===== src/rtl/freq_counter_pkg.sv =====
// Shared types and gate-length helper for the frequency counter measurement sequencer.
package freq_counter_pkg;

  typedef enum logic [2:0] {
    IDLE,
    CLEAR,
    GATE,
    SETTLE,
    LATCH,
    REFRESH
  } fgs_state_t;

  typedef logic [1:0] gate_sel_t;

  // Gate length in clk_in cycles: sel steps the base period by decades, 1/100 .. x10.
  function automatic int unsigned gate_len(input int unsigned base, input gate_sel_t sel);
    case (sel)
      2'd0:    gate_len = base / 100;
      2'd1:    gate_len = base / 10;
      2'd2:    gate_len = base;
      default: gate_len = base * 10;
    endcase
  endfunction

endpackage


===== src/rtl/freq_gate_sequencer_timer.sv =====
// Loadable down-counter shared by the CLEAR, GATE and SETTLE phases; done is high while it rests at zero.
module gate_timer #(
  parameter int unsigned WIDTH = 8
) (
  input  logic             clk_in,
  input  logic             reset_in,
  input  logic             load,
  input  logic [WIDTH-1:0] load_val,
  output logic             done
);

  logic [WIDTH-1:0] count;

  // NOTE: sequential state is written with <= so every flop samples the same pre-edge values.
  always_ff @(posedge clk_in or posedge reset_in) begin
    if (reset_in) begin
      count <= '0;
    end else if (load) begin
      count <= load_val;
    end else if (count != '0) begin
      count <= count - 1'b1;
    end
  end

  // A phase loaded with L-1 therefore lasts exactly L cycles before done is seen.
  assign done = (count == '0);

endmodule


===== src/rtl/freq_gate_sequencer.sv =====
// Measurement sequencer: times the counting gate, freezes the BCD counter, snapshots it and
// hands the snapshot to the display streamer with a request/ready handshake.
module freq_gate_sequencer
  import freq_counter_pkg::*;
#(
  parameter int unsigned DIGITS_NUM    = 6,
  parameter int unsigned GATE_BASE     = 1000000,
  parameter int unsigned CLEAR_CYCLES  = 2,
  parameter int unsigned SETTLE_CYCLES = 4
) (
  input  logic                    clk_in,
  input  logic                    reset_in,
  input  logic                    enable_in,
  input  logic [1:0]              gate_sel_in,
  input  logic [4*DIGITS_NUM-1:0] cnt_digits_in,
  input  logic                    cnt_ovf_in,
  output logic                    cnt_reset_out,
  output logic                    cnt_enable_out,
  output logic [4*DIGITS_NUM-1:0] digits_out,
  output logic                    overflow_out,
  output logic [1:0]              range_out,
  output logic                    refresh_stb_out,
  input  logic                    streamer_ready_in,
  output logic                    gate_active_out
);

  localparam int unsigned TIMER_W = $clog2(10 * GATE_BASE + 1);

  typedef logic [TIMER_W-1:0] tcount_t;

  localparam tcount_t CLEAR_LOAD  = tcount_t'(CLEAR_CYCLES - 1);
  localparam tcount_t SETTLE_LOAD = tcount_t'(SETTLE_CYCLES - 1);

  fgs_state_t state;
  fgs_state_t state_next;
  gate_sel_t  sel_q;
  logic       timer_load;
  tcount_t    timer_val;
  logic       timer_done;
  logic       sample_sel;
  logic       latch_result;

  gate_timer #(
    .WIDTH(TIMER_W)
  ) u_gate_timer (
    .clk_in   (clk_in),
    .reset_in (reset_in),
    .load     (timer_load),
    .load_val (timer_val),
    .done     (timer_done)
  );

  always_comb begin
    // NOTE: every signal gets a default first so no branch can leave one unassigned (no latch).
    state_next   = state;
    timer_load   = 1'b0;
    timer_val    = '0;
    sample_sel   = 1'b0;
    latch_result = 1'b0;

    case (state)
      IDLE: begin
        if (enable_in) begin
          state_next = CLEAR;
          timer_load = 1'b1;
          timer_val  = CLEAR_LOAD;
          sample_sel = 1'b1;
        end
      end

      CLEAR: begin
        if (timer_done) begin
          state_next = GATE;
          timer_load = 1'b1;
          timer_val  = tcount_t'(gate_len(GATE_BASE, sel_q) - 1);
        end
      end

      GATE: begin
        if (timer_done) begin
          state_next = SETTLE;
          timer_load = 1'b1;
          timer_val  = SETTLE_LOAD;
        end
      end

      // The timer parks at zero, so a busy streamer simply extends the frozen period.
      SETTLE: begin
        if (timer_done && streamer_ready_in) begin
          state_next = LATCH;
        end
      end

      LATCH: begin
        state_next   = REFRESH;
        latch_result = 1'b1;
      end

      REFRESH: begin
        if (!streamer_ready_in) begin
          if (enable_in) begin
            state_next = CLEAR;
            timer_load = 1'b1;
            timer_val  = CLEAR_LOAD;
            sample_sel = 1'b1;
          end else begin
            state_next = IDLE;
          end
        end
      end

      default: state_next = IDLE;
    endcase
  end

  // Counter controls and strobe are decoded from the next state into flops, so they are glitch-free
  // and line up exactly with the state they describe.
  always_ff @(posedge clk_in or posedge reset_in) begin
    if (reset_in) begin
      state           <= IDLE;
      cnt_reset_out   <= 1'b1;
      cnt_enable_out  <= 1'b0;
      refresh_stb_out <= 1'b0;
    end else begin
      state           <= state_next;
      cnt_reset_out   <= (state_next == IDLE) || (state_next == CLEAR);
      cnt_enable_out  <= (state_next == GATE);
      refresh_stb_out <= (state_next == REFRESH);
    end
  end

  // NOTE: the result register is reset on purpose: a cleared display is how a pending refresh is abandoned.
  always_ff @(posedge clk_in or posedge reset_in) begin
    if (reset_in) begin
      sel_q        <= '0;
      digits_out   <= '0;
      overflow_out <= 1'b0;
      range_out    <= '0;
    end else begin
      if (sample_sel) begin
        sel_q <= gate_sel_in;
      end
      // Counter inputs cross domains unsynchronised; they are frozen by the time LATCH samples them.
      if (latch_result) begin
        digits_out   <= cnt_digits_in;
        overflow_out <= cnt_ovf_in;
        range_out    <= sel_q;
      end
    end
  end

  assign gate_active_out = cnt_enable_out;

endmodule


===== config.mk =====
export PLATFORM = sky130hd
export DESIGN_NAME = freq_gate_sequencer
export DESIGN_NICKNAME = d
export VERILOG_FILES = /design/src/rtl/freq_counter_pkg.sv /design/src/rtl/freq_gate_sequencer_timer.sv /design/src/rtl/freq_gate_sequencer.sv
export SDC_FILE = /design/constraint.sdc
export NUM_CORES = 1
export LEC_CHECK = 0
export ABC_AREA = 1
export CAP_MARGIN = 20
export CORE_MARGIN = 4
export CORE_UTILIZATION = 28
export DETAILED_ROUTE_END_ITERATION = 12
export PLACE_DENSITY = 0.45
export SLEW_MARGIN = 20
export SYNTH_ARGS = -nofsm -noshare
export SYNTH_HDL_FRONTEND = slang
export SYNTH_SLANG_ARGS = --single-unit

===== constraint.sdc =====
create_clock -name clk_in -period 6 [get_ports clk_in]
set_input_delay 1.5 -clock clk_in [delete_from_list [all_inputs] [get_ports clk_in]]
set_output_delay 1.5 -clock clk_in [all_outputs]
set_load 0.005 [all_outputs]

Word level (Yosys, flattened, before mapping)
Index checks and enable logic that the tools add are counted.

Output and inout port bits: 31. Register bits after elaboration: 59. Input port bits: 31. Logic and storage cells: 53.

Reduce and logical (&&, ||, !) cells: 9. Add/subtract/negate cells: 2. Equal/unequal tests: 10. Multiplexer cells: 23.

Operators with widths (number): $mux 24 (5); $pmux 24 s4 (1); $pmux 24 s3 (1); $sub 24x1->24 const B (2); $logic_not 24->1 (1); $reduce_bool 24->1 (1); $pmux 3 s6 (1); $mux 3 (5); $eq 3x2->1 const B (3); $eq 3x3->1 const B (3); $mux 1 (7); $eq 3x1->1 const B (2); $logic_not 3->1 (2); $pmux 1 s3 (1); $eq 2x1->1 const B (1); $eq 2x2->1 const B (1); $logic_not 2->1 (1); $mux 2 (1); $pmux 1 s2 (1); $reduce_bool 2->1 (1); $reduce_or 2->1 (1); $logic_and 1x1->1 (1); $logic_or 1x1->1 (1).

Longest topological paths before layout
Depth in word-level cells: 8. Depth in mapped cells: 12. Mapped depth without buffers: 12.

By module
From an unflattened synthesis, not the netlist that was laid out.

Cells, all modules: 412. Area, all modules: 3384.5 um2.

Modules (own cells, without submodules): freq_gate_sequencer (cells an instance 143, instances 1, area each 1696.6 um2, seq. area each 877.1 um2); gate_timer (cells an instance 269, instances 1, area each 1687.9 um2, seq. area each 600.6 um2).

Worst setup path before layout
Ideal clock, no wire load.

Path type: in2reg. Start: in streamer_ready_in. End: reg u_gate_timer.count[15]. Arrival: 2.211 ns. Setup slack: 3.668 ns. Required time: 5.879 ns. Stages: 8. Cells stage by stage: inv_1 > nand3_1 > nand2_4 > inv_2 > nand2_4 > nor2_2 > buf_6 > a21oi_2.

Longest elaborated chain between the ends: 3. Elaborated cells on any way between the ends: 4. Classes of those cells: mux: 3; reduce/logical: 1.

Ends and longest elaborated chain: from (decl) (line freq_gate_sequencer.sv:23) `input logic streamer_ready_in,`; $mux 1 * (line freq_gate_sequencer.sv:100) `if (!streamer_ready_in) begin`; $pmux 1 s3 * (line freq_gate_sequencer.sv:61) `case (state)`; $mux 24 or $reduce_bool 2->1 (tied branches); to (signal assigned) (line freq_gate_sequencer_timer.sv:19) `count <= load_val;`; to (signal assigned) (line freq_gate_sequencer_timer.sv:21) `count <= count - 1'b1;`; to (decl) (line freq_gate_sequencer_timer.sv:12) `logic [WIDTH-1:0] count;`.

Every way passes the cells marked *; elsewhere a longest branch is shown, timed or not. A chain may end at the register's enable or synchronous reset.

Worst setup path after layout
Start: in streamer_ready_in. End: reg u_gate_timer.count[13].

The elaborated chain is that of the path after synthesis.

==> reports/metrics.yaml <==
outcome:
  status: "finished clean"
clocking:
  post_cts_hold_buffer_count: 0
  cts.path.max_buffers: 2
  clock-root-buffer: "sky130_fd_sc_hd__clkbuf_16"
  clock_tree.htree_level_count: 3
  clk_pin_slew_worst_paths_ns: 0.05
  cts_tree: "built"
  tritoncts.num_buffers: 9
  cts.repair.resized: 0
  post_cts_buffers: 0
  cts_sinks: 59
  clkLatencyLatePin_ns: 0.34
place:
  place_hpwl_mm: 6.271
  placedCellCount: 607
  io_buffers: 61
  gp_routability_congestion: 0.7517
synth:
  netlist_instances: 411
  syn_nets: 450
  netlist_top_cells_count: "sky130_fd_sc_hd__nand2_1, sky130_fd_sc_hd__dfrtp_1, sky130_fd_sc_hd__nor2_1"
  synth.ff_latch_count: 59
  synth_top_area_frac: 0.4402
  postSynthAreaPerCell_sq_um: 8.022
  yosys-top-cells-area: "sky130_fd_sc_hd__dfrtp_1, sky130_fd_sc_hd__nand2_1, sky130_fd_sc_hd__nor2_1"
  synth-main-ff-cell: "sky130_fd_sc_hd__dfrtp_1"
  yosysWarnings: 0
  synthDistinctLibCells: 29
  postSynth.asyncResetShare: 1.000
  yosysSeqAreaShare: 0.4482
  syn-cell-area_sq_um: 3297
  synth_top_area_cell: "sky130_fd_sc_hd__dfrtp_1"
  yosys.cell_count.top_type: "sky130_fd_sc_hd__nand2_1"
  synth_edf_count: 0
finish:
  antenna_cells_inserted: 0
  num-nets-final: 514
  nFillCells: 1173
  post-route-util: 0.3779
  finalNonFillerCells: 623
  areaGrowthSynthToFinish_pct: 31.42
  drive_gt1_frac: 0.1375
grt:
  first_global_vias: 2887
  first_pass_grt_wire_length_mm: 14.43
  groute.usage.overall: 0.1404
  antenna_found_initial: 0
  grt_max_degree: 60
  globalRoute.totalOverflow: 0
floorplan:
  pin_count: 62
  fp.dieArea_sq_um: 13570
  initial_utilization: 0.2875
  die_boundary_height_um: 116.5
  die_width_um: 116.5
  placementRows: 39
  core_area_sq_um: 11470
worst_setup_path:
  r2r_slack_ns: 3.86
  kind_of_cell_adding_the_most_delay_to_the_critical_path: "simple AND/OR/NAND/NOR gates"
  setup.worst_path.class: "in -> reg"
  critPathRequiredTime_ns: 6.18
  critPathArrivalTime_ns: 3.16
  critical_path.most_common_cell: "sky130_fd_sc_hd__nand2_4"
  timing.critical_path.slowest_stage_cell: "sky130_fd_sc_hd__nor2_2"
  setup.worst_path.start_class: "input port"
  cpPeakStageDelay_ns: 0.61
  critical_path.cell_chain: "clkdlybuf4s50_1, inv_1, nand3_1, nand2_4, inv_2, nand2_4, nor2_2, a21oi_1"
  worstSetupEndpointType: "flip-flop"
  worst-path-max-fanout: 13
  path_buf_inv: 3
sta:
  worst_slew_pin_slew_ns: 0.7872
  report.final.slew_viol_count: 0
  period_minus_slack_ns: 2.981
  rsz0062_at_grt: "no"
  worst_slew_margin_rel: 0.4746
  period_share: 0.4969
  fmaxAchievable_mhz: 335.4
  skew_ns: 0.008337
  hold_viol_final: 0
  finalSetupViolCount: 0
  fin_tns_setup_ns: 0
power_and_ir_drop:
  powerDensity_nw_per_um2: 450.0
  worst_supply_voltage_drop_on_vdd_uv: 254.1
  power.leakage_uw: 0.001967
route:
  drtPass1Iterations: 4
  final_routed_wirelength_mm: 8.591
  route.antenna.remaining_nets: 0
  vias_per_cell: 4.387
  drt-wirelength-per-cell_um: 13.79
  vias: 2733
  detail_route.iter0.violations: 109
  drc_errors: 0
hold_path:
  hold_path.class: "reg -> reg"
job:
  drv.max_cap_violation_count: 0
[logic make-up after synthesis]
family,count (synthesis),share of synthesized area
flip-flops,59,0.4482
adder cells (fa/ha/maj),8,0.03036
AO/OA/AOI/OAI,32,0.06110
AND/OR/NAND/NOR,250,0.3560
XOR/XNOR,17,0.04516
buffers and inverters,45,0.05920
[sequential cells by signal (all words and copies together) (netlist names)]
register and flops:
overflow_out 1, u_gate_timer.count 24, refresh_stb_out 1, cnt_enable_out 1
sel_q 2, state 3, cnt_reset_out 1, digits_out 24
range_out 2
[cell usage in the layout, fill, tap and decap left out, types with 2 or more instances in the layout]
cell / n
sky130_fd_sc_hd__nand2_1: 152
sky130_fd_sc_hd__clkdlybuf4s50_1: 61
sky130_fd_sc_hd__dfrtp_1: 58
sky130_fd_sc_hd__nor2_1: 37
sky130_fd_sc_hd__inv_1: 29
sky130_fd_sc_hd__nand3_1: 20
sky130_fd_sc_hd__xor2_1: 13
sky130_fd_sc_hd__a21oi_1: 12
sky130_fd_sc_hd__a21oi_2: 10
sky130_fd_sc_hd__nor2_4: 9
sky130_fd_sc_hd__clkbuf_16: 9
sky130_fd_sc_hd__nor2_2: 8
sky130_fd_sc_hd__ha_1: 8
sky130_fd_sc_hd__inv_2: 7
sky130_fd_sc_hd__nand4_1: 7
sky130_fd_sc_hd__o21ai_0: 7
sky130_fd_sc_hd__nand2_2: 6
sky130_fd_sc_hd__xnor2_1: 4
sky130_fd_sc_hd__nand2_4: 3
sky130_fd_sc_hd__nor2_8: 2
sky130_fd_sc_hd__o21ai_1: 2
sky130_fd_sc_hd__nor3_1: 2
sky130_fd_sc_hd__clkbuf_1: 2
sky130_fd_sc_hd__clkinvlp_4: 2
[report_power, final]
group          leakage (uW)  switching, uW  internal (uW)  total (uW)
registers          0.000665           95.1            490         585
logic               0.00116            531            313         843
clock network      0.000139            189            332         521
[tightest hold or removal path, delay by kind of cell (launching register included)]
family,cells,cell delay (ns)
flops,1,0.34
simple gates,2,0.11
[metrics by stage]
step	area [sq um]	worst slack [ns]	power [uW]	hold WS [ns]
after floorplan	3297	3.045	1226	0.4714
after global placement	4034	2.706	1434	0.4608
after detailed placement	4034	2.644	1440	0.4652
after CTS	4330	3.021	1982	0.4809
after global routing	4333	2.896	2110	0.4999
final	4333	3.019	1950	0.4782
[path summary, 6_finish.rpt]
check,startpoint,endpoint,depth (start not counted)
max,streamer_ready_in,u_gate_timer.count[13],8
min,digits_out[18],digits_out[18],2
max reg2reg,u_gate_timer.count[0],u_gate_timer.count[13],9
min reg2reg,digits_out[18],digits_out[18],2
max in group asynchronous,reset_in,u_gate_timer.count[22],3
min in group asynchronous,reset_in,sel_q[0],3
[area by class of cell]
type	instances	area (sq um)	area share
inverter	36	135.1	0.03119
clock buffer	12	246.5	0.05689
tap	143	178.9	0.04129
clock inverter	4	50.05	0.01155
sequential	59	1478	0.3410
multi-input combinational	307	1627	0.3754
timing repair buffer	62	618.1	0.1427
[routing by layer]
layer | GRT usage | routed length, um | up-vias
met5 | 0 | 0 | -
met4 | 0.06342 | 243 | 0
met3 | 0.06580 | 731 | 17
met2 | 0.2124 | 3722 | 72
met1 | 0.1704 | 3894 | 1238
li1 | - | - | 1406
Power figures use the tool's default switching activity.
